===== config.mk =====
export PLATFORM = sky130hd
export DESIGN_NAME = tx_framer
export DESIGN_NICKNAME = d
export VERILOG_FILES = /design/src/rtl/modem_pkg.sv /design/src/rtl/tx_framer_bit_timer.sv /design/src/rtl/tx_framer.sv
export SDC_FILE = /design/constraint.sdc
export NUM_CORES = 1
export LEC_CHECK = 0
export ABC_AREA = 0
export CAP_MARGIN = 20
export CORE_MARGIN = 1
export CORE_UTILIZATION = 40
export CTS_BUF_LIST = sky130_fd_sc_hd__clkbuf_8
export DETAILED_ROUTE_END_ITERATION = 16
export GPL_ROUTABILITY_DRIVEN = 0
export GPL_TIMING_DRIVEN = 0
export SYNTH_ARGS = -nofsm -noshare
export SYNTH_HDL_FRONTEND = slang
export SYNTH_SLANG_ARGS = --single-unit

===== constraint.sdc =====
create_clock -name clk -period 8.9 [get_ports clk]
set_input_delay 2.225 -clock clk [delete_from_list [all_inputs] [get_ports clk]]
set_output_delay 2.225 -clock clk [all_outputs]
set_load 0.01 [all_outputs]

===== src/rtl/modem_pkg.sv =====
`default_nettype none
// ============================================================================
// Module   : modem_pkg
// Brief    : Shared state encoding, framing constants and CRC-16 helper.
// Revision : 1.0
// ============================================================================
package modem_pkg;

    typedef enum logic [2:0] {
        ST_IDLE = 3'd0,
        ST_PRE  = 3'd1,
        ST_SYNC = 3'd2,
        ST_DATA = 3'd3,
        ST_CRC  = 3'd4,
        ST_CW   = 3'd5,
        ST_DONE = 3'd6
    } tx_state_e;

    localparam logic [7:0]  PREAMBLE_BYTE = 8'hAA;
    localparam logic [15:0] CRC_POLY      = 16'h1021;
    localparam logic [15:0] CRC_INIT      = 16'hFFFF;

    // CRC-16-CCITT, MSB first, one byte per call.
    function automatic logic [15:0] crc16_byte(input logic [15:0] crc_in,
                                               input logic [7:0]  data);
        logic [15:0] c;
        c = crc_in ^ {data, 8'h00};
        for (int i = 0; i < 8; i++) begin
            c = c[15] ? ((c << 1) ^ CRC_POLY) : (c << 1);
        end
        return c;
    endfunction

endpackage
`default_nettype wire


===== src/rtl/tx_framer_bit_timer.sv =====
`default_nettype none
// ============================================================================
// Module   : bit_timer
// Brief    : Bit-period counter producing start-of-bit and end-of-bit strobes.
// Revision : 1.0
// ============================================================================
module bit_timer #(
    parameter int CLKS_PER_BIT = 16
) (
    input  logic clk,
    input  logic reset,
    input  logic i_en,
    output logic o_stb,
    output logic o_end
);

    localparam int               CNT_W    = $clog2(CLKS_PER_BIT);
    localparam logic [CNT_W-1:0] CNT_LAST = CNT_W'(CLKS_PER_BIT - 1);

    logic [CNT_W-1:0] cnt_q;
    logic [CNT_W-1:0] cnt_d;

    // Held at zero while disabled so the first enabled cycle is always bit start.
    always_comb begin
        cnt_d = '0;
        if (i_en) begin
            cnt_d = (cnt_q == CNT_LAST) ? '0 : cnt_q + CNT_W'(1);
        end
    end

    always_ff @(posedge clk) begin
        if (reset) begin
            cnt_q <= '0;
        end else begin
            cnt_q <= cnt_d;
        end
    end

    assign o_stb = i_en && (cnt_q == '0);
    assign o_end = i_en && (cnt_q == CNT_LAST);

endmodule
`default_nettype wire


===== src/rtl/tx_framer.sv =====
`default_nettype none
// ============================================================================
// Module   : tx_framer
// Brief    : Serial frame generator: preamble, sync, RAM payload, optional CRC.
//            Define TX_CRC16_EN to append a CRC-16-CCITT after the payload.
// Revision : 1.0
// ============================================================================
module tx_framer
    import modem_pkg::*;
#(
    parameter int          CLKS_PER_BIT   = 16,
    parameter int          PREAMBLE_BYTES = 4,
    parameter logic [15:0] SYNC_WORD      = 16'h2DD4,
    parameter int          RAM_DEPTH      = 1000
) (
    input  logic       clk,
    input  logic       reset,
    input  logic       i_transmit,
    input  logic [9:0] i_msg_length,
    input  logic       i_cw,
    output logic       o_ram_rd,
    output logic [9:0] o_ram_addr,
    input  logic [7:0] i_ram_data,
    output logic       o_bit,
    output logic       o_bit_stb,
    output logic       o_cw,
    output logic       o_tx_active,
    output logic       o_tx_done
);

    localparam logic [9:0] DEPTH_MAX = 10'(RAM_DEPTH);
    localparam logic [9:0] PRE_LAST  = 10'(PREAMBLE_BYTES - 1);

    tx_state_e  state_q, state_d;
    logic       trans_q;
    logic [9:0] len_q, len_d;
    logic [9:0] byte_cnt_q, byte_cnt_d;
    logic [2:0] bit_idx_q, bit_idx_d;
    logic [7:0] shreg_q, shreg_d;
    logic [7:0] next_byte_q;
    logic       rd_q, rd_d;
    logic       rd_pend_q;
    logic [9:0] addr_q, addr_d;
    logic       done_q, done_d;

    logic       w_start;
    logic [9:0] w_len;
    logic       w_bit_en;
    logic       w_stb;
    logic       w_end;
    logic       w_byte_end;
    logic       w_last_byte;
    logic       w_more;
    logic [9:0] w_next_addr;

    assign w_start     = (state_q == ST_IDLE) && i_transmit && !trans_q;
    assign w_len       = (i_msg_length > DEPTH_MAX) ? DEPTH_MAX : i_msg_length;
    assign w_bit_en    = (state_q == ST_PRE)  || (state_q == ST_SYNC) ||
                         (state_q == ST_DATA) || (state_q == ST_CRC)  ||
                         (state_q == ST_CW);
    assign w_byte_end  = w_end && (bit_idx_q == 3'd7);
    assign w_last_byte = (byte_cnt_q == (len_q - 10'd1));
    assign w_next_addr = byte_cnt_q + 10'd1;
    assign w_more      = (({1'b0, byte_cnt_q} + 11'd1) < {1'b0, len_q});

    bit_timer #(
        .CLKS_PER_BIT (CLKS_PER_BIT)
    ) u_bit_timer (
        .clk   (clk),
        .reset (reset),
        .i_en  (w_bit_en),
        .o_stb (w_stb),
        .o_end (w_end)
    );

`ifdef TX_CRC16_EN
    logic [15:0] crc_q;
    logic        w_load_data;

    // CRC advances whenever a payload byte is moved into the shift register.
    assign w_load_data = w_byte_end &&
                         (((state_q == ST_SYNC) && (byte_cnt_q != 10'd0)) ||
                          ((state_q == ST_DATA) && !w_last_byte));

    always_ff @(posedge clk) begin
        if (reset || w_start) begin
            crc_q <= CRC_INIT;
        end else if (w_load_data) begin
            crc_q <= crc16_byte(crc_q, next_byte_q);
        end
    end
`endif

    always_comb begin
        state_d    = state_q;
        len_d      = len_q;
        byte_cnt_d = byte_cnt_q;
        bit_idx_d  = bit_idx_q;
        shreg_d    = shreg_q;
        rd_d       = 1'b0;
        addr_d     = addr_q;
        done_d     = 1'b0;

        // Rotate keeps an all-ones carrier byte intact in CW mode.
        if (w_end && !w_byte_end) begin
            bit_idx_d = bit_idx_q + 3'd1;
            shreg_d   = {shreg_q[6:0], shreg_q[7]};
        end

        case (state_q)
            ST_IDLE: begin
                addr_d     = '0;
                shreg_d    = '0;
                byte_cnt_d = '0;
                bit_idx_d  = '0;
                if (w_start) begin
                    len_d = w_len;
                    if (w_len == 10'd0) begin
                        state_d = ST_DONE;
                    end else if (i_cw) begin
                        state_d = ST_CW;
                        shreg_d = 8'hFF;
                    end else begin
                        state_d = ST_PRE;
                        shreg_d = PREAMBLE_BYTE;
                    end
                end
            end
            ST_PRE: begin
                if (w_byte_end) begin
                    bit_idx_d = '0;
                    if (byte_cnt_q == PRE_LAST) begin
                        state_d    = ST_SYNC;
                        byte_cnt_d = '0;
                        shreg_d    = SYNC_WORD[15:8];
                    end else begin
                        byte_cnt_d = byte_cnt_q + 10'd1;
                        shreg_d    = PREAMBLE_BYTE;
                    end
                end
            end
            ST_SYNC: begin
                if (w_stb && (byte_cnt_q == 10'd0) && (bit_idx_q == 3'd0)) begin
                    rd_d   = 1'b1;
                    addr_d = '0;
                end
                if (w_byte_end) begin
                    bit_idx_d = '0;
                    if (byte_cnt_q == 10'd0) begin
                        byte_cnt_d = 10'd1;
                        shreg_d    = SYNC_WORD[7:0];
                    end else begin
                        state_d    = ST_DATA;
                        byte_cnt_d = '0;
                        shreg_d    = next_byte_q;
                    end
                end
            end
            ST_DATA: begin
                if (w_stb && (bit_idx_q == 3'd0) && w_more) begin
                    rd_d   = 1'b1;
                    addr_d = w_next_addr;
                end
                if (w_byte_end) begin
                    bit_idx_d = '0;
                    if (w_last_byte) begin
`ifdef TX_CRC16_EN
                        state_d    = ST_CRC;
                        byte_cnt_d = '0;
                        shreg_d    = crc_q[15:8];
`else
                        state_d    = ST_DONE;
                        shreg_d    = '0;
`endif
                    end else begin
                        byte_cnt_d = byte_cnt_q + 10'd1;
                        shreg_d    = next_byte_q;
                    end
                end
            end
`ifdef TX_CRC16_EN
            ST_CRC: begin
                if (w_byte_end) begin
                    bit_idx_d = '0;
                    if (byte_cnt_q == 10'd0) begin
                        byte_cnt_d = 10'd1;
                        shreg_d    = crc_q[7:0];
                    end else begin
                        state_d = ST_DONE;
                        shreg_d = '0;
                    end
                end
            end
`endif
            ST_CW: begin
                if (w_byte_end) begin
                    bit_idx_d = '0;
                    if (w_last_byte) begin
                        state_d = ST_DONE;
                        shreg_d = '0;
                    end else begin
                        byte_cnt_d = byte_cnt_q + 10'd1;
                    end
                end
            end
            ST_DONE: begin
                done_d     = 1'b1;
                state_d    = ST_IDLE;
                shreg_d    = '0;
                byte_cnt_d = '0;
                bit_idx_d  = '0;
            end
            default: begin
                state_d = ST_IDLE;
                shreg_d = '0;
            end
        endcase
    end

    always_ff @(posedge clk) begin
        if (reset) begin
            state_q     <= ST_IDLE;
            trans_q     <= i_transmit;
            len_q       <= '0;
            byte_cnt_q  <= '0;
            bit_idx_q   <= '0;
            shreg_q     <= '0;
            next_byte_q <= '0;
            rd_q        <= 1'b0;
            rd_pend_q   <= 1'b0;
            addr_q      <= '0;
            done_q      <= 1'b0;
        end else begin
            state_q    <= state_d;
            trans_q    <= i_transmit;
            len_q      <= len_d;
            byte_cnt_q <= byte_cnt_d;
            bit_idx_q  <= bit_idx_d;
            shreg_q    <= shreg_d;
            rd_q       <= rd_d;
            rd_pend_q  <= rd_q;
            addr_q     <= addr_d;
            done_q     <= done_d;
            if (rd_pend_q) begin
                next_byte_q <= i_ram_data;
            end
        end
    end

    assign o_bit       = shreg_q[7];
    assign o_bit_stb   = w_stb;
    assign o_cw        = (state_q == ST_CW);
    assign o_tx_active = (state_q != ST_IDLE);
    assign o_tx_done   = done_q;
    assign o_ram_rd    = rd_q;
    assign o_ram_addr  = addr_q;

endmodule
`default_nettype wire


* Yosys cells after proc, flatten, opt, wreduce, memory -nomap -nowiden *
Cells that the tools add are included.

word-level totals
  output and inout port bits = 16
  input bits = 22
  logic and storage cells = 113
  register bits = 60

operators by class
  mux-type cells = 41
  reduce and logical (&&, ||, !) cells = 32
  add/subtract/negate cells = 5
  eq/ne operators = 20
  bitwise logic cells = 1
  order comparisons = 2

operators by type and width
  kind                     number
  $mux W8                  11
  $mux W10                 8
  $pmux W10 S4             1
  $pmux W8 S5              1
  $mux W3                  11
  $pmux W10 S3             1
  $logic_not A10 Y1        2
  $eq A3 B3 Y1 const B     4
  $pmux W3 S4              1
  $add A10 B1 Y11 const B  1
  $lt A11 B10 Y1           1
  $add A10 B1 Y10 const B  1
  $eq A10 B10 Y1           1
  $eq A10 B2 Y1 const B    1
  $gt A10 B10 Y1 const B   1
  $logic_and A1 B1 Y1      10
  $ne A2 B1 Y1 const B     5
  $ne A2 B2 Y1 const B     5
  $sub A10 B1 Y10 const B  1
  $mux W7                  1
  $reduce_and A7 Y1        1
  $eq A3 B2 Y1 const B     2
  $logic_not A3 Y1         2
  $pmux W3 S2              1
  other kinds (18)         27

* Longest topological paths before layout *
Gate-level depths: netlist (run 1).

  depth after elaboration = 13
  mapped depth = 12
  depth with buffers taken out = 11

* By module *
From an unflattened synthesis (run 1), not the netlist that was laid out.

second synthesis, totals
  cells, all modules = 498
  area total of the unflattened synthesis = 4033.9 µm²

modules (own cells, without submodules)
  module     seq. area each (µm²)  cells an instance  area each (µm²)  instances
  tx_framer  1121.1                477                3847.4           1
  bit_timer  80.1                  21                 186.4            1

* Worst setup path before layout (run 1) *
OpenSTA, ideal clock, no wires.

  kind = in2reg
  start point = input i_msg_length[9]
  end point = register shreg_q[6]
  setup time = 132 ps
  path buffers = 0
  cell stages on the path = 6
  slack = 5552 ps
  required time = 8768 ps
  arrival time = 3216 ps
  cell sequence = nor4_1 and3_1 nor2_1 nand2_1 a21boi_0 o32ai_1

between the ends
  cells in the longest elaborated chain, start to end = 6

ends and longest elaborated chain
  what                   RTL line          source
  from (decl)            tx_framer.sv:19   input logic [9:0] i_msg_length,
  $gt A10 B10 Y1         tx_framer.sv:57   assign w_len = (i_msg_length > DEPTH_MAX) ? DEPTH_MAX : i_msg_length;
  $mux W10 (*)           tx_framer.sv:57
  $logic_not A10 Y1 (*)  tx_framer.sv:118  if (w_len == 10'd0) begin
  $mux W8 (*)            tx_framer.sv:118
  $mux W8 (*)            tx_framer.sv:116  if (w_start) begin
  $pmux W8 S5 (*)        tx_framer.sv:110  case (state_q)
  to (signal assigned)   tx_framer.sv:239  shreg_q <= shreg_d;
  to (decl)              tx_framer.sv:39   logic [7:0] shreg_q, shreg_d;

Mark *: on every way between the ends. The rest lies on a longest branch, timed or not.
A chain may end at the register's enable or synchronous reset.

* Worst setup path in the final report (run 1) *
  start point = register state_q[0]
  end point = output o_cw

between the ends
  cells in the longest elaborated chain, start to end = 1

ends and longest elaborated chain
  what                    RTL line          source
  from (decl)             tx_framer.sv:34   tx_state_e state_q, state_d;
  from (signal assigned)  tx_framer.sv:234  state_q <= state_d;
  $eq A3 B3 Y1            tx_framer.sv:252  assign o_cw = (state_q == ST_CW);
  to (decl)               tx_framer.sv:26   output logic o_cw,

No other way between the ends.

==> impl_metrics.env, run 1 <==
export IMPL_outcome="finished, final reports clean"
export IMPL_wl_mm=10.7
export IMPL_worst_path_max_delay_cell="clkdlybuf4s50_1"
export IMPL_cts_tree="built"
export IMPL_die_y_microns=99.9
export IMPL_path_clk_slew_ns=0.07
export IMPL_timing_fmax_mhz=228
export IMPL_cp_cell_sequence="clkbuf_1 > nor2b_1 > nand2_1 > inv_1 > clkdlybuf4s50_1"
export IMPL_netlist_area_sq_mm=0.00384
export IMPL_drive_above_1_share=0.0582
export IMPL_grt_max_degree=11
export IMPL_vias=3816
export IMPL_multi_input_area_sq_mm=0.00242
export IMPL_grt_overflow_total=0
export IMPL_slew_viol_final=0
export IMPL_period_minus_slack_ns=4.39
export IMPL_cp_required_ns=6.68
export IMPL_cts_buffers=9
export IMPL_critPathMaxStageDelay_ns=0.56
export IMPL_ys_types=58
export IMPL_synth_ff_latch_count=60
export IMPL_min_from="o_ram_addr[4]"
export IMPL_antennaDiodeCount=0
export IMPL_ctsRootBufferMaster="clkbuf_8"
export IMPL_p_sw_frac=0.355
export IMPL_ir_drop_uv=77.6
export IMPL_avgSynthCellArea_sq_um=7.72
export IMPL_clk_latency_ns=0.35
export IMPL_vias_per_cell=5.62
export IMPL_drtPass1Iterations=5
export IMPL_rr_endpoint="o_ram_addr[7]"
export IMPL_min_period_over_period=0.493
export IMPL_ys_top_cells_by_area="dfxtp_1 (31%), mux2i_1 (7.3%), nor2_1 (6.3%), nand2_1 (6.0%), ha_1 (5.9%)"
export IMPL_switching_power_w=0.000323
export IMPL_seq_area_frac_synth=0.313
export IMPL_netlist_instances=497
export IMPL_setup_viol=0
export IMPL_crit_buf_inv=3
export IMPL_io_buffers=37
export IMPL_num_io_pins=38
export IMPL_n_fill_cell=957
export IMPL_antenna_found_initial=0
export IMPL_core_sq_mm=0.00928
export IMPL_row_count=35
export IMPL_die_area_sq_mm=0.00999
export IMPL_start_util=0.413
export IMPL_synth_common_cells="nor2_1 (64), nand2_1 (61), dfxtp_1 (60), o21ai_0 (32), inv_1 (29)"
export IMPL_grt_pass1_wl_mm=18.1
export IMPL_cts_setup_buffers=0
export IMPL_die_width_microns=99.9
export IMPL_r2r_start="byte_cnt_q[0]"
export IMPL_skew_ns=0.00933
export IMPL_pwr_share_comb=0.344
export IMPL_hold_violations=0
export IMPL_pwr_share_seq=0.334
export IMPL_finalNetCount=585
export IMPL_min_to="o_ram_addr[4]"
export IMPL_postPlaceCellArea_sq_mm=0.00437
export IMPL_yosysMostFrequentCell="nor2_1"
export IMPL_antenna_left=0
export IMPL_cts_sinks=60
export IMPL_grtUsageTotal=0.230
export IMPL_syn_nets=537
export IMPL_fin_tns_setup_ns=0
export IMPL_synthFlopType="dfxtp_1"
export IMPL_post_drt_wl_per_cell_microns=15.7
export IMPL_maxSlewHeadroom=0.377
export IMPL_cp_num_cells=5
export IMPL_ctsHoldBuffers=0
export IMPL_cts_htree_levels=3
export IMPL_hold_class="reg2reg"
export IMPL_fin_area_sq_mm=0.00460
export IMPL_final_seq_area_sq_mm=0.00120
export IMPL_crit_family="buffers and inverters"
export IMPL_drc=0
export IMPL_tightest_slew_ns=0.926
export IMPL_power_density_mw_per_mm2=198
export IMPL_yosys_warnings=0
export IMPL_worstHoldPathCells=2
export IMPL_power_leakage_nw=1.79
export IMPL_intPower_w=0.000587
export IMPL_grt_pass1_vias=3584
export IMPL_post_cts_resized=0
export IMPL_crit_path_max_fanout=10
export IMPL_clockBufferDepth=2
export IMPL_async_reset_ff_frac=0
export IMPL_rrSetupSlack_ns=5.09
export IMPL_p_clk_frac=0.322
export IMPL_r2r_cells=12
export IMPL_rsz0062_at_grt="false"
export IMPL_yosys_area_top_type="dfxtp_1"
export IMPL_drt_iter0_drc=398
export IMPL_cp_data_arrival_time_ns=2.17
export IMPL_dp_hpwl_mm=8.11
export IMPL_yosys_area_top_type_share=0.313
export IMPL_cp_end_kind="primary output"
export IMPL_worstSetupPathType="reg2out"
export IMPL_maxCapViolCount=0
export IMPL_area_growth_pct=19.9
export IMPL_synth_edf_count=0
export IMPL_start_kind="flop"
worst max-delay path by stage:
stage                         start       endpoint  slack [ns]
floorplan           i_msg_length[9]     shreg_q[6]        5.55
global placement              reset  o_ram_addr[7]        4.70
detailed placement            reset  o_ram_addr[1]        4.61
CTS                      state_q[0]           o_cw        4.53
global route             state_q[0]           o_cw        4.42
finish                   state_q[0]           o_cw        4.51
cell type report:
type | count | share of cell area
clock buffer | 9 | 0.0269
clock inverter | 7 | 0.0234
multi-input combinational | 384 | 0.525
buffer | 24 | 0.0239
sequential | 60 | 0.261
timing repair buffer | 37 | 0.0805
inverter | 29 | 0.0237
tap | 129 | 0.0351
layout by cell type, fill, tap and decap left out, types with 6 or more instances in the layout:
master	Yosys	final
xor2_1	8	8
clkbuf_1	16	16
nand2_1	61	61
clkbuf_8	0	9
nand2b_1	6	6
nor4_1	7	7
xnor2_1	12	12
dfxtp_1	60	60
ha_1	18	18
nor3_1	11	11
nor2_1	64	64
nand3_1	14	14
and3_1	9	9
mux2i_1	28	28
inv_1	29	31
a21oi_1	28	28
nand4_1	7	7
o21ai_0	32	32
clkdlybuf4s50_1	0	37
o211ai_1	6	6
metrics by stage:
step | setup slack [ns] | hold slack [ns] | std cells | util | power (W)
3_3_place_gp | 4.70 | 0.444 | 663 | 0.471 | 0.000612
5_1_grt | 4.42 | 0.478 | 679 | 0.496 | 0.000971
2_1_floorplan | 5.55 | 0.430 | 497 | - | 0.000521
3_5_place_dp | 4.61 | 0.453 | 663 | 0.471 | 0.000616
4_1_cts | 4.53 | 0.463 | 679 | 0.496 | 0.000911
6_report | 4.51 | 0.457 | 679 | 0.496 | 0.000910
kinds of logic after synthesis:
logic type,count (synthesis),share of synthesized area
simple gates,203,0.250
fa+ha+maj,18,0.0587
compound gates,112,0.193
flops,60,0.313
xor+xnor,20,0.0456
buf+inv,53,0.0571
mux,31,0.0818
worst reg2reg max path: stages (launching register included):
cell and delay (ns):
dfxtp_1 0.53, ha_1 0.32, inv_1 0.16, nor3_1 0.54, and3_1 0.38, xor2_1 0.14
ha_1 0.32, nor2b_1 0.14, o21ai_0 0.08, and3_1 0.18, o21ai_0 0.12, clkbuf_1 0.58
mux2i_1 0.26
routing by layer:
layer / share of wire / global-route usage
met1: 0.46 / 0.318
met2: 0.44 / 0.351
met3: 0.068 / 0.0460
met4: 0.023 / 0.0871
met5: 0 / 0
registers in the layout (all words and copies together) (netlist names):
signal	flops
byte_cnt_q	10
len_q	10
state_q	3
rd_pend_q	1
o_ram_rd	1
shreg_q	8
u_bit_timer.cnt_q	4
o_tx_done	1
next_byte_q	8
o_ram_addr	10
bit_idx_q	3
trans_q	1
power groups by stage:
stage / clock (W) / combinational, W / sequential (W)
6_report: 0.000293 / 0.000313 / 0.000304
5_1_grt: 0.000312 / 0.000353 / 0.000307
4_1_cts: 0.000299 / 0.000309 / 0.000304
3_5_place_dp: 0 / 0.000306 / 0.000310
3_3_place_gp: 0 / 0.000304 / 0.000309
2_1_floorplan: 0 / 0.000218 / 0.000303
Power figures use the tool's default switching activity.
==> run 2, diff against run 1 <==
==> constraint.sdc (replaced) <==
create_clock -name clk -period 3.9 [get_ports clk]
set_input_delay 0.975 -clock clk [delete_from_list [all_inputs] [get_ports clk]]
set_output_delay 0.975 -clock clk [all_outputs]
set_load 0.01 [all_outputs]
==> run 2 against run 1 <==
Wire length fell by 0.42%. Sequential cell count is the same. Global-route usage stayed put. Cell count unchanged. Hold slack barely moved. Non-clock buffer count is the same. First-iteration DRC count stayed put. Critical path type is now reg2reg.
==> impl_metrics.env, run 2 (synthesized netlist as in run 1, its figures left out) <==
export IMPL_intPower_w=0.00134
export IMPL_cts_buffers=9
export IMPL_io_buffers=37
export IMPL_r2r_start="byte_cnt_q[0]"
export IMPL_vias_per_cell=5.60
export IMPL_maxSlewHeadroom=0.377
export IMPL_crit_path_max_fanout=10
export IMPL_cp_cell_sequence="ha_1 > inv_1 > nor3_1 > and3_1 > xor2_1 > ha_1 > nor2b_1 > o21ai_0 > and3_1 > o21ai_0 > clkbuf_2 > mux2i_1"
export IMPL_min_period_over_period=0.925
export IMPL_cts_tree="built"
export IMPL_worst_path_max_delay_cell="nor3_1"
export IMPL_rrSetupSlack_ns=0.29
export IMPL_hold_violations=0
export IMPL_final_common_cell="nor2_1"
export IMPL_multi_input_area_sq_mm=0.00242
export IMPL_instances_no_fill=679
export IMPL_drc=0
export IMPL_ctsHoldBuffers=0
export IMPL_skew_ns=0.00987
export IMPL_fin_tns_setup_ns=0
export IMPL_power_density_mw_per_mm2=451
export IMPL_r2r_cells=12
export IMPL_post_cts_resized=0
export IMPL_maxCapViolCount=0
export IMPL_timing_fmax_mhz=277
export IMPL_post_drt_wl_per_cell_microns=15.7
export IMPL_final_seq_area_sq_mm=0.00120
export IMPL_cts_sinks=60
export IMPL_rsz0062_at_grt="false"
export IMPL_drt_iter0_drc=398
export IMPL_start_kind="flop"
export IMPL_grtUsageTotal=0.230
export IMPL_tightest_slew_ns=0.926
export IMPL_n_fill_cell=956
export IMPL_crit_path_end="o_ram_addr[3]"
export IMPL_grt_overflow_total=0
export IMPL_antenna_left=0
export IMPL_finalNetCount=585
export IMPL_cp_end_kind="flop"
export IMPL_start_util=0.413
export IMPL_outcome="finished, final reports clean"
export IMPL_worstSetupPathType="reg2reg"
export IMPL_critPathMaxStageDelay_ns=0.54
export IMPL_ir_drop_uv=178
export IMPL_p_clk_frac=0.322
export IMPL_pwr_share_comb=0.344
export IMPL_cp_required_ns=4.12
export IMPL_clk_latency_ns=0.34
export IMPL_grt_pass1_wl_mm=18.1
export IMPL_setup_viol=0
export IMPL_vias=3805
export IMPL_place_inst=663
export IMPL_startpoint="byte_cnt_q[0]"
export IMPL_die_width_microns=99.9
export IMPL_cts_setup_buffers=0
export IMPL_period_minus_slack_ns=3.61
export IMPL_drtPass1Iterations=5
export IMPL_core_sq_mm=0.00928
export IMPL_p_sw_frac=0.355
export IMPL_antenna_found_initial=0
export IMPL_area_growth_pct=19.9
export IMPL_pwr_share_seq=0.335
export IMPL_num_io_pins=38
export IMPL_antennaDiodeCount=0
export IMPL_slew_viol_final=0
export IMPL_die_y_microns=99.9
export IMPL_path_clk_slew_ns=0.07
export IMPL_rr_endpoint="o_ram_addr[3]"
export IMPL_grt_max_degree=11
export IMPL_fin_hold_ws_ns=0.457
export IMPL_cts_htree_levels=3
export IMPL_die_area_sq_mm=0.00999
export IMPL_row_count=35
export IMPL_wl_mm=10.6
export IMPL_clockBufferDepth=2
export IMPL_ctsRootBufferMaster="clkbuf_8"
export IMPL_dp_hpwl_mm=8.11
export IMPL_mostFrequentLayoutCells="nor2_1 (64), nand2_1 (61), dfxtp_1 (60)"
export IMPL_grt_pass1_vias=3584
export IMPL_cp_data_arrival_time_ns=3.83
export IMPL_power_leakage_nw=1.80
export IMPL_hold_class="reg2reg"
export IMPL_drive_above_1_share=0.0600
export IMPL_switching_power_w=0.000737
export IMPL_fin_util=0.496
-- run 2: cell counts in the layout (fill, tap and decap cells not counted) --
No cell type changed its count.
-- run 2: final cells by class --
| type | count | area share |
|---|---|---|
| plain buffers | 24 | 0.0242 |
| clock buffers | 9 | 0.0269 |
| clock inverters | 7 | 0.0234 |
| inverters | 29 | 0.0237 |
| multi-input cells | 384 | 0.525 |
| flip-flops and latches | 60 | 0.261 |
| well taps | 129 | 0.0351 |
| repair buffers | 37 | 0.0805 |
-- run 2: through the flow --
step | power, W | instance area, sq um | setup WS (ns)
floorplan | 0.00119 | 3840 | 0.861
CTS | 0.00208 | 4600 | 0.0827
detailed placement | 0.00141 | 4370 | 0.101
global placement | 0.00140 | 4370 | 0.152
global route | 0.00222 | 4600 | 0.0211
finish | 0.00208 | 4600 | 0.292
-- run 2: how the worst min path moves through the flow --
stage | start | endpoint | slack [ns] | depth (start not counted)
floorplan | u_bit_timer.cnt_q[0] | u_bit_timer.cnt_q[0] | 0.43 | 1
global placement | u_bit_timer.cnt_q[0] | u_bit_timer.cnt_q[0] | 0.44 | 1
detailed placement | o_ram_addr[4] | o_ram_addr[4] | 0.45 | 2
CTS | o_ram_addr[4] | o_ram_addr[4] | 0.46 | 2
global route | o_ram_addr[8] | o_ram_addr[8] | 0.48 | 2
finish | o_ram_addr[4] | o_ram_addr[4] | 0.46 | 2
-- run 2: power by group through the flow --
stage	logic, W	clock network [W]	registers (W)
3_3_place_gp	0.000693	0	0.000705
3_5_place_dp	0.000699	0	0.000708
2_1_floorplan	0.000498	0	0.000691
6_report	0.000714	0.000668	0.000695
4_1_cts	0.000704	0.000681	0.000694
5_1_grt	0.000805	0.000711	0.000700
-- run 2: critical path: cells and delay by family, from the launching register on --
| kind | cells | cell delay (ns) |
|---|---|---|
| xor+xnor | 1 | 0.26 |
| buf+inv | 2 | 0.44 |
| flops | 1 | 0.53 |
| mux | 1 | 0.17 |
| compound gates | 2 | 0.27 |
| fa+ha+maj | 2 | 0.60 |
| simple gates | 4 | 1.22 |
-- run 2: metal layers --
layer | share of wire | vias up | track usage
met5 | 0 | - | 0
met4 | 0.022 | 0 | 0.0871
met3 | 0.066 | 22 | 0.0460
met2 | 0.44 | 153 | 0.351
met1 | 0.47 | 1765 | 0.318
li1 | - | 1865 | -
==> run 3, diff against run 2 <==
--- a/config.mk
+++ b/config.mk
@@ -6,6 +6,7 @@
 export NUM_CORES = 1
 export LEC_CHECK = 0
 export ABC_AREA = 0
+export ABC_CLOCK_PERIOD_IN_PS = 3900
 export CAP_MARGIN = 20
 export CORE_MARGIN = 1
 export CORE_UTILIZATION = 40
==> results of run 3 <==
Same layout as run 2: the final DEF is identical, and so are final timing and power.
==> patch 1, RTL diff (config.mk and constraints of run 3) <==
`CLKS_PER_BIT` is set to 16 in 2 places; all go to 32.
--- a/src/rtl/tx_framer_bit_timer.sv
+++ b/src/rtl/tx_framer_bit_timer.sv
@@ -5,7 +5,7 @@
 // Revision : 1.0
 // ============================================================================
 module bit_timer #(
-    parameter int CLKS_PER_BIT = 16
+    parameter int CLKS_PER_BIT = 32
 ) (
     input  logic clk,
     input  logic reset,
--- a/src/rtl/tx_framer.sv
+++ b/src/rtl/tx_framer.sv
@@ -8,7 +8,7 @@
 module tx_framer
     import modem_pkg::*;
 #(
-    parameter int          CLKS_PER_BIT   = 16,
+    parameter int          CLKS_PER_BIT   = 32,
     parameter int          PREAMBLE_BYTES = 4,
     parameter logic [15:0] SYNC_WORD      = 16'h2DD4,
     parameter int          RAM_DEPTH      = 1000
Formal check against the unedited RTL: same outputs for any inputs over 10 cycles, from zero or initial values and one cycle with reset high; that may be too few to reach the edited logic, so the function may still have changed.
==> patch 1 against run 3 <==
  * Design area is 0.68% higher
  * Synthesized area is 1.4% higher
  * Worst setup slack better by 0.0081 ns
  * Non-clock buffer count is 6 higher
  * Routed wire length is 3.2% higher
  * Sequential share of layout area is 0.26 points higher
  * Sequential cell count is 1 higher
  * Fmax is 0.22% higher
  * Total power is 5.0% higher
  * Critical path depth is 1 higher
  * Critical path type unchanged
==> patch 1: results (changes against run 3) <==
| Metric | Value |
|---|---|
| Run status | completed |
| Adder and majority gate portion of the synthesized area | 6.11% (+0.24 points) |
| Synth Area in XOR/XNOR | 4.28% (-0.29 points) |
| Largest net degree at the start of global routing | 12 (+1) |
| Port bufs | 37 (unchanged) |
| Clock root buffer | sky130_fd_sc_hd__clkbuf_8 |
| Number of antenna violations at the first check in global routing | 0 (unchanged) |
| Post-detail-place hpwl | 8.15 mm (+0.53%) |
| Sequential area share after synthesis | 31.4% (+0.072 points) |
| Dominant cells by area after synthesis | sky130_fd_sc_hd__dfxtp_1 (31%), sky130_fd_sc_hd__mux2i_1 (7.2%), sky130_fd_sc_hd__ha_1 (6.1%) |
| Antenna diode count | 0 (unchanged) |
| Grt met3 use | 4.16% (-0.44 points) |
| Static power due to leakage | 1.72 nW (-4.3%) |
| Drt total wl | 11.0 mm (+3.2%) |
| CTS buffer count | 9 (unchanged) |
| Multiplexer share of the synthesized area | 7.20% (-0.98 points) |
| Clock skew after layout | 0.00873 ns (-0.00114 ns) |
| Total placed instance area | 4420 µm² (+1.3%) |
| Highest net fanout along the worst path | 10 (unchanged) |
| Ys Warns | 0 (unchanged) |
| Synth cell count leaders | sky130_fd_sc_hd__dfxtp_1 (61), sky130_fd_sc_hd__nand2_1 (60), sky130_fd_sc_hd__nor2_1 (46) |
| Via total after detailed routing | 3834 (+0.76%) |
| Largest buffer count on any clock path | 2 (unchanged) |
| GR Util met2 | 34.7% (-0.40 points) |
| Clock latency reported for the late side of the worst-skew pair | 0.35 ns |
| Class of the worst hold path | reg2reg |
| Dominant register cell in the synthesized netlist | sky130_fd_sc_hd__dfxtp_1 |
| Async set-reset flop share out of synthesis | 0% (unchanged) |
| Critical Path AT | 3.89 ns (+0.06 ns) |
| Pre-antenna DRT Iters | 5 (unchanged) |
| Compound-gate portion of the synthesized area | 21.2% (+1.8 points) |
| Layout cell share with drive strength beyond 1 | 6.27% (+0.27 points) |
| Clock-pin slew reported for the worst setup and hold paths after clock tree synthesis | approximately 0.08 ns |
| H-tree levels | 3 (unchanged) |
| DP Worst Slack | 0.193 ns (+0.0927 ns) |
| Synthesized Nets | 530 (-1.3%) |
| First-pass GRT wire length | 18.1 mm (about the same) |
| Initial DRC count | 275 (-31%) |
| Vias in the first global route | 3553 (-0.86%) |
| Layout Nets | 578 (-1.2%) |
| GR Util All Layers | 22.9% (-0.077 points) |
| Worst ir drop on vdd | 0.184 mV (+3.4%) |
| Tightest Pin Transition | 0.821 ns (-0.106 ns) |
| Met1 Resource Use GR | 31.3% (-0.49 points) |
| Synth unique cells | 69 (+19%) |
-- patch 1: report_power, final --
group / internal (mW) / total [mW] / switching, mW
Sequential: 0.669 / 0.711 / 0.0423
Clock: 0.310 / 0.576 / 0.267
Combinational: 0.313 / 0.893 / 0.580
-- patch 1: cells by family (layout without fill, tap and decap cells) --
family	count (synthesis)	after routing
xor+xnor	19	19
flops	61	61
fa+ha+maj	19	19
mux	28	28
compound gates	116	116
simple gates	188	188
buf+inv	58	111
-- patch 1: what timing repair did --
item                                    4_1_cts  5_1_grt
hold buffers                                  0        0
hold endpoints to repair                      0        0
buffers inserted                              0        0
endpoints found under the setup margin        0       10
resized for setup                             0        2
-- patch 1: metal layers --
layer,share of wire (%),vias up
li1,-,1845
met2,44,165
met4,1.6,0
met1,46,1809
met5,0,-
met3,7.6,15
-- patch 1: final cells by class --
| cell class | count | area, µm² |
|---|---|---|
| multi-input combinational | 370 | 2440 |
| inverter | 28 | 105 |
| buffer | 30 | 131 |
| tap | 129 | 161 |
| clock inverter | 6 | 62.6 |
| clock buffer | 10 | 138 |
| fill | 943 | 4690 |
| sequential | 61 | 1220 |
| timing repair buffer | 37 | 370 |
-- patch 1: worst paths after layout --
| check | cells after the start | slack (ns) | from | end |
|---|---|---|---|---|
| setup reg to reg | 13 | 0.30 | byte_cnt_q[1] | o_ram_addr[7] |
| hold / removal | 2 | 0.45 | o_ram_addr[0] | o_ram_addr[0] |
| hold reg to reg | 2 | 0.45 | o_ram_addr[0] | o_ram_addr[0] |
| setup / recovery | 13 | 0.30 | byte_cnt_q[1] | o_ram_addr[7] |
-- patch 1: critical path, stage by stage, from the launching register on --
cell,delay (ns)
sky130_fd_sc_hd__dfxtp_1,0.45
sky130_fd_sc_hd__ha_1,0.39
sky130_fd_sc_hd__nand3_1,0.30
sky130_fd_sc_hd__nor2_1,0.22
sky130_fd_sc_hd__xnor2_1,0.13
sky130_fd_sc_hd__inv_1,0.08
sky130_fd_sc_hd__ha_1,0.29
sky130_fd_sc_hd__a211o_1,0.31
sky130_fd_sc_hd__o221a_2,0.25
sky130_fd_sc_hd__o31ai_1,0.08
sky130_fd_sc_hd__a21oi_1,0.13
sky130_fd_sc_hd__nor4_2,0.40
sky130_fd_sc_hd__clkbuf_4,0.33
sky130_fd_sc_hd__mux2i_1,0.19
-- patch 1: metrics by stage --
stage	instances	total power, mW
after detailed placement	655	1.58
after global placement	655	1.57
after floorplan	489	1.32
final	671	2.18
after global routing	671	2.31
after CTS	671	2.16
==> patch 2, RTL diff (flow settings as in run 3) <==
Without the edit above. Add an input register stage for `i_ram_data`, without a reset; this delays it by one clock. The other inputs are not delayed to match.
--- a/src/rtl/tx_framer.sv
+++ b/src/rtl/tx_framer.sv
@@ -31,6 +31,12 @@
     localparam logic [9:0] DEPTH_MAX = 10'(RAM_DEPTH);
     localparam logic [9:0] PRE_LAST  = 10'(PREAMBLE_BYTES - 1);
 
+    logic [7:0] i_ram_data_q;
+
+    always_ff @(posedge clk) begin
+        i_ram_data_q <= i_ram_data;
+    end
+
     tx_state_e  state_q, state_d;
     logic       trans_q;
     logic [9:0] len_q, len_d;
@@ -242,7 +248,7 @@
             addr_q     <= addr_d;
             done_q     <= done_d;
             if (rd_pend_q) begin
-                next_byte_q <= i_ram_data;
+                next_byte_q <= i_ram_data_q;
             end
         end
     end
Behaviour: same outputs for any inputs over 10 cycles, from zero or initial values and one cycle with reset high; that may be too few to reach the edited logic, so the function may still have changed.
==> patch 2 against run 3 <==
  * Core utilization decreased by 0.77 points
  * Synthesized area up 6.0%
  * Total power grew 12%
  * Synthesized cell count grew 1.6%
  * Design area up 4.1%
  * Routed wire length increased by 2.9%
  * Worst setup slack worse by 0.034 ns
  * Sequential cell count grew 8
  * Critical path type unchanged
==> patch 2: results (changes against run 3) <==
| Metric | Value |
|---|---|
| GR Util met2 | 38.3% (+3.2 points) |
| Layout cell share with drive strength beyond 1 | 7.37% (+1.4 points) |
| Drt total wl | 11.0 mm (+2.9%) |
| Sequential area share after synthesis | 33.5% (+2.2 points) |
| Largest net degree at the start of global routing | 12 (+1) |
| Post-detail-place hpwl | 8.31 mm (+2.4%) |
| Met1 Resource Use GR | 27.7% (-4.1 points) |
| Grt met3 use | 4.68% (+0.082 points) |
| Cell total after placement | 674 (+1.7%) |
| GR Util All Layers | 22.4% (-0.57 points) |
| Synthesized Nets | 545 (+1.5%) |
| Clock net power | 0.598 mW (-10%) |
| Min-delay src | i_ram_data_q[0] |
| Met1 wire length | 5.16 mm (+3.8%) |
| Highest net fanout along the worst path | 8 (-2) |
| Worst reg-to-reg setup slack | 0.26 ns (-0.03 ns) |
| Number of standard cells after synthesis | 505 (+1.6%) |
| DP Worst Slack | 0.342 ns (+0.242 ns) |
| Run status | completed |
| Static power due to leakage | 1.81 nW (+0.61%) |
| Multiplexer share of the synthesized area | 4.98% (-3.2 points) |
| Non-filler instance count after layout | 689 (+1.5%) |
| Routed wl met3 | 385 µm (-46%) |
| Power dissipated in sequential cells | 0.803 mW (+16%) |
| Master of the slowest instance on the critical path | sky130_fd_sc_hd__dfxtp_1 |
[patch 2: cell type report]
| type | count | area [µm²] |
|---|---|---|
| inverter | 34 | 128 |
| fill | 1019 | 5030 |
| multi-input combinational | 375 | 2450 |
| sequential | 68 | 1360 |
| tap | 133 | 166 |
| buffer | 27 | 119 |
| clock buffer | 11 | 151 |
| timing repair buffer | 36 | 360 |
| clock inverter | 5 | 51.3 |
[patch 2: how the worst max path moves through the flow]
| stage | start | to | slack (ns) | depth (start not counted) |
|---|---|---|---|---|
| 2_1_floorplan | byte_cnt_q[2] | o_ram_addr[8] | 0.91 | 14 |
| 3_3_place_gp | byte_cnt_q[0] | o_ram_addr[0] | 0.37 | 12 |
| 3_5_place_dp | byte_cnt_q[0] | o_ram_addr[1] | 0.34 | 12 |
| 4_1_cts | byte_cnt_q[2] | o_ram_addr[3] | 0.31 | 13 |
| 5_1_grt | byte_cnt_q[0] | o_ram_addr[9] | 0.01 | 12 |
| 6_report | byte_cnt_q[0] | o_ram_addr[3] | 0.26 | 12 |
